### config.mk
export PLATFORM = sky130hd
export DESIGN_NAME = rom_bus_bridge
export DESIGN_NICKNAME = d
export VERILOG_FILES = /design/src/rtl/rom_bus_bridge.sv
export SDC_FILE = /design/constraint.sdc
export NUM_CORES = 1
export LEC_CHECK = 0
export BUFFER_PORTS_ARGS = -buffer_cell sky130_fd_sc_hd__buf_4
export CAP_MARGIN = 15
export CORE_ASPECT_RATIO = 1.2
export CORE_MARGIN = 3
export CORE_UTILIZATION = 54
export CTS_BUF_LIST = sky130_fd_sc_hd__clkbuf_4
export CTS_CLUSTER_DIAMETER = 120
export DETAILED_ROUTE_END_ITERATION = 12
export PLACE_DENSITY = 0.92
export SYNTH_ARGS = -nofsm -noshare
export SYNTH_HDL_FRONTEND = slang
export SYNTH_SLANG_ARGS = --single-unit
### constraint.sdc
create_clock -name clk -period 2.5 [get_ports clk]
set_input_delay 0.375 -clock clk [delete_from_list [all_inputs] [get_ports clk]]
set_output_delay 0.375 -clock clk [all_outputs]
set_load 0.05 [all_outputs]
### src/rtl/rom_bus_bridge.sv
// Z80 memory-read bridge to a synchronous, one-cycle-latency ROM. It holds the CPU
// in WAIT until the registered ROM byte is captured, then drives that byte back.
module rom_bus_bridge #(
    parameter int          ADDR_W     = 14,
    parameter logic [15:0] BASE_ADDR  = 16'h0000,
    parameter int          EXTRA_WAIT = 0
) (
    input  logic              clk,
    input  logic              rst,
    input  logic [15:0]       cpu_addr,
    input  logic              cpu_mreq_n,
    input  logic              cpu_rd_n,
    input  logic              cpu_rfsh_n,
    output logic              cpu_wait_n,
    output logic [7:0]        cpu_dout,
    output logic              cpu_dout_en,
    output logic              rom_ena,
    output logic [ADDR_W-1:0] rom_addr,
    input  logic [7:0]        rom_dout
);

    typedef enum logic [2:0] {
        IDLE,
        ISSUE,
        CAPTURE,
        STRETCH,
        HOLD
    } state_t;

    // STRETCH counts down to zero, so it is loaded with one less than the extra cycles.
    localparam logic [3:0] CNT_LOAD = (EXTRA_WAIT > 0) ? 4'(EXTRA_WAIT - 1) : 4'd0;

    state_t            state, state_nxt;
    logic [3:0]        cnt, cnt_nxt;
    logic              wait_n_nxt;
    logic [7:0]        dout_nxt;
    logic              dout_en_nxt;
    logic              rom_ena_nxt;
    logic [ADDR_W-1:0] rom_addr_nxt;

    logic req;
    logic hit;

    assign req = !cpu_mreq_n && !cpu_rd_n;
    assign hit = req && cpu_rfsh_n && (cpu_addr[15:ADDR_W] == BASE_ADDR[15:ADDR_W]);

    always_ff @(posedge clk or posedge rst) begin
        if (rst) begin
            state       <= IDLE;
            cnt         <= 4'd0;
            cpu_wait_n  <= 1'b1;
            cpu_dout    <= 8'h00;
            cpu_dout_en <= 1'b0;
            rom_ena     <= 1'b0;
            rom_addr    <= '0;
        end else begin
            state       <= state_nxt;
            cnt         <= cnt_nxt;
            cpu_wait_n  <= wait_n_nxt;
            cpu_dout    <= dout_nxt;
            cpu_dout_en <= dout_en_nxt;
            rom_ena     <= rom_ena_nxt;
            rom_addr    <= rom_addr_nxt;
        end
    end

    always_comb begin
        state_nxt    = state;
        cnt_nxt      = cnt;
        wait_n_nxt   = cpu_wait_n;
        dout_nxt     = cpu_dout;
        dout_en_nxt  = cpu_dout_en;
        rom_ena_nxt  = rom_ena;
        rom_addr_nxt = rom_addr;

        case (state)
            IDLE: begin
                if (hit) begin
                    rom_addr_nxt = cpu_addr[ADDR_W-1:0];
                    rom_ena_nxt  = 1'b1;
                    wait_n_nxt   = 1'b0;
                    state_nxt    = ISSUE;
                end
            end

            ISSUE: begin
                if (!req) begin
                    rom_ena_nxt = 1'b0;
                    wait_n_nxt  = 1'b1;
                    dout_en_nxt = 1'b0;
                    state_nxt   = IDLE;
                end else begin
                    rom_ena_nxt = 1'b0;
                    state_nxt   = CAPTURE;
                end
            end

            // An abandoned cycle must leave the previously captured byte untouched.
            CAPTURE: begin
                if (!req) begin
                    rom_ena_nxt = 1'b0;
                    wait_n_nxt  = 1'b1;
                    dout_en_nxt = 1'b0;
                    state_nxt   = IDLE;
                end else begin
                    dout_nxt = rom_dout;
                    if (EXTRA_WAIT == 0) begin
                        wait_n_nxt  = 1'b1;
                        dout_en_nxt = 1'b1;
                        state_nxt   = HOLD;
                    end else begin
                        cnt_nxt   = CNT_LOAD;
                        state_nxt = STRETCH;
                    end
                end
            end

            STRETCH: begin
                if (!req) begin
                    rom_ena_nxt = 1'b0;
                    wait_n_nxt  = 1'b1;
                    dout_en_nxt = 1'b0;
                    state_nxt   = IDLE;
                end else if (cnt == 4'd0) begin
                    wait_n_nxt  = 1'b1;
                    dout_en_nxt = 1'b1;
                    state_nxt   = HOLD;
                end else begin
                    cnt_nxt = cnt - 4'd1;
                end
            end

            HOLD: begin
                if (!req) begin
                    dout_en_nxt = 1'b0;
                    state_nxt   = IDLE;
                end
            end

            default: begin
                state_nxt = IDLE;
            end
        endcase
    end

endmodule

==> run_results.csv <==
group,metric,value,unit
timing,min_period,1.89,ns
synth,synth_compound_area_share,5.90,%
clock_tree,cts_buffer_depth,2,
clock_tree,cts_tree,"yes",
synth,synth-seq-cells,32,
setup_path,cp_max_fo,8,
setup_path,cp.arrival,2.11,ns
clock_tree,path_clk_slew,0.10,ns
pwr,max-vdd-ir-drop,0.787,mV
synth,syn_area_per_cell,14.6,sq um
clock_tree,root_buffer,"clkbuf_4",
die,die-area,3330,sq um
timing,setup_viol,0,
synth,yosysWarnings,0,
setup_path,critPathLaunch,"state[2]",
cells_and_area,syn_to_final_growth,33.2,%
setup_path,r2r_start,"state[2]",
route,avgViaCountPerCell,5.30,
synth,ys_seq_area_share,55.6,%
route,routed_wirelength,2980,um
synth,syn_nets,129,
synth,synth_top_family_by_area,"multiplexers",
setup_path,required,2.72,ns
timing,rsz0062_at_grt,"no",
route,drt-pass1-iter-count,4,
setup_path,endpoint_kind,"flip-flop",
hold_path,hold_class,"in -> async",
clock_tree,clock_sinks,32,
grt,antenna_found_initial,0,
synth,synth_fa_ha_area_share,0.867,%
route,vias,991,
cells_and_area,final_util,79.3,%
grt,grt_pass1_wl,4820,um
clock_tree,postCtsHoldBufs,0,
timing,worst_pin_slew,0.547,ns
die,die_y,62.6,um
route,drc,0,
placement,hpwlAfterDp,2240,um
timing,final-hold-violation-count,0,
route,first_iter_violations,20,
cells_and_area,fin_nets,185,
cells_and_area,drive_gt1_share,58.3,%
die,io_pins,54,
timing,maxSlewViolCount,0,
clock_tree,cts_setup_buffers,0,
die,fp.coreArea,2420,sq um
synth,synth-xor-area-share,1.21,%
clock_tree,cts_max_level,2,
synth,netlist_instances,99,
timing,fmax,528,MHz
run,maxCapViolCount,0,
clock_tree,cts_made_buffers,5,
pwr,power.density,804,nW/um^2
route,ant_nets,0,
clock_tree,cts-resized-gates,0,
status,outcome,"completed",
timing,skew,0.00560,ns
placement,place.gp.congestion,0.821,
placement,io_buffers,53,
grt,grt_max_degree,19,
pwr,p_leak,0.998,nW
timing,finalCritPeriodShare,75.7,%
route,wl_per_cell,15.9,um
synth,syn-cell-area,1440,sq um
synth,synth_cell_types,33,
grt,grt_overflow,0,
die,placementRows,19,
synth,synthSimpleGateAreaFrac,8.93,%
clock_tree,clk_latency,0.33,ns
setup_path,startpoint_type,"flip-flop",
cells_and_area,antenna_cells,0,
timing,fin_tns_setup,0,ns
synth,synth.area.mux_share,22.8,%
grt,first_global_vias,1037,
setup_path,path_class,"reg -> reg",
grt,grt_usage,20.2,%
timing,maxSlewHeadroom,63.5,%
die,initial_core_util,59.5,%
die,die_width,53.2,um
synth_stat cells:
cell type | number | share of area (%)
dfrtp_1 | 31 | 54
nor2_2 | 1 | 0.43
nor2_1 | 2 | 0.52
nand2_1 | 4 | 1.0
ha_1 | 1 | 0.87
mux2i_1 | 1 | 0.69
nor3_2 | 1 | 0.69
buf_4 | 1 | 0.52
mux2_4 | 16 | 17
a22o_1 | 2 | 1.2
dfstp_2 | 1 | 1.8
a21boi_1 | 1 | 0.52
nand4_1 | 1 | 0.43
buf_6 | 3 | 2.3
clkbuf_1 | 1 | 0.26
or3b_1 | 1 | 0.61
o2111ai_1 | 1 | 0.61
a211o_1 | 1 | 0.61
nand3_1 | 3 | 1.0
o32a_2 | 1 | 0.78
nand3_2 | 1 | 0.69
a221oi_1 | 1 | 0.61
o21ai_0 | 1 | 0.35
xnor2_1 | 2 | 1.2
o211a_1 | 1 | 0.69
o31ai_1 | 1 | 0.52
and2b_1 | 1 | 0.52
inv_1 | 6 | 1.6
nor4b_4 | 1 | 1.6
nor2b_1 | 1 | 0.43
nor3_1 | 1 | 0.35
nor3b_1 | 1 | 0.52
mux2_2 | 7 | 5.5
cells in the final DEF (no fill, tap or decap), types with 2 or more instances in the layout:
cell type   n
a22o_1      2
buf_4      54
clkbuf_4    6
dfrtp_1    31
inv_1       6
mux2_2      7
mux2_4     16
nand2_1     4
nand3_1     3
nor2_1      2
xnor2_1     2
flip-flops by register name (all words and copies together), names as in the netlist:
| register | cells |
|---|---|
| cpu_dout | 8 |
| cpu_dout_en | 1 |
| state | 3 |
| cpu_wait_n | 1 |
| rom_ena | 1 |
| cnt | 4 |
| rom_addr | 14 |
layout make-up:
type | instances | area, sq um
well taps | 31 | 38.8
clock buffers | 6 | 45.0
fillers | 150 | 503
repair buffers | 54 | 405
inverters | 6 | 22.5
clock inverters | 2 | 35.0
flip-flops and latches | 32 | 802
multi-input cells | 56 | 573
logic make-up after synthesis:
logic type      count (synthesis)
flops                          32
mux                            24
simple gates                   19
buf+inv                        11
compound gates                 10
xor+xnor                        2
fa+ha+maj                       1
per-layer routing:
layer | vias to the layer above | part of all wire, % | track usage (%)
met2 | 44 | 51 | 32.5
met4 | 0 | 1.8 | 8.63
met1 | 483 | 39 | 23.0
met5 | - | 0 | 0
li1 | 459 | - | -
met3 | 5 | 9.0 | 8.35
power by group:
| group | internal [mW] | switching [mW] | leakage [nW] | total [mW] |
|---|---|---|---|---|
| combinational | 0.191 | 0.325 | 0.541 | 0.516 |
| clock | 0.220 | 0.174 | 0.0456 | 0.395 |
| sequential | 0.590 | 0.0446 | 0.412 | 0.634 |
final timing paths:
check	endpoint	slack (ns)	depth (start not counted)
worst max-delay path	cpu_dout[4]	0.61	3
worst min-delay path	rom_addr[12]	0.08	2
worst max register to register	cpu_dout[4]	0.61	3
worst min register to register	cnt[3]	0.50	1
max in group asynchronous	cpu_wait_n	1.71	3
min in group clk	rom_addr[12]	0.27	2
worst max-delay path, cell delays in order (launching register included):
cell and delay [ns]:
dfrtp_1 0.49, nor4b_4 0.45, and2b_1 0.49, mux2_4 0.34
stage by stage:
stage	area (sq um)	hold slack [ns]	total power, mW	setup WS (ns)	instances
floorplan	1440	0.454	0.984	0.925	99
global placement	1840	0.446	1.15	0.681	179
detailed placement	1840	0.458	1.16	0.637	179
CTS	1920	0.0931	1.56	0.614	187
global route	1920	0.113	1.62	0.504	187
finish	1920	0.0819	1.54	0.607	187
No activity file was read; power rests on OpenSTA's default activity.
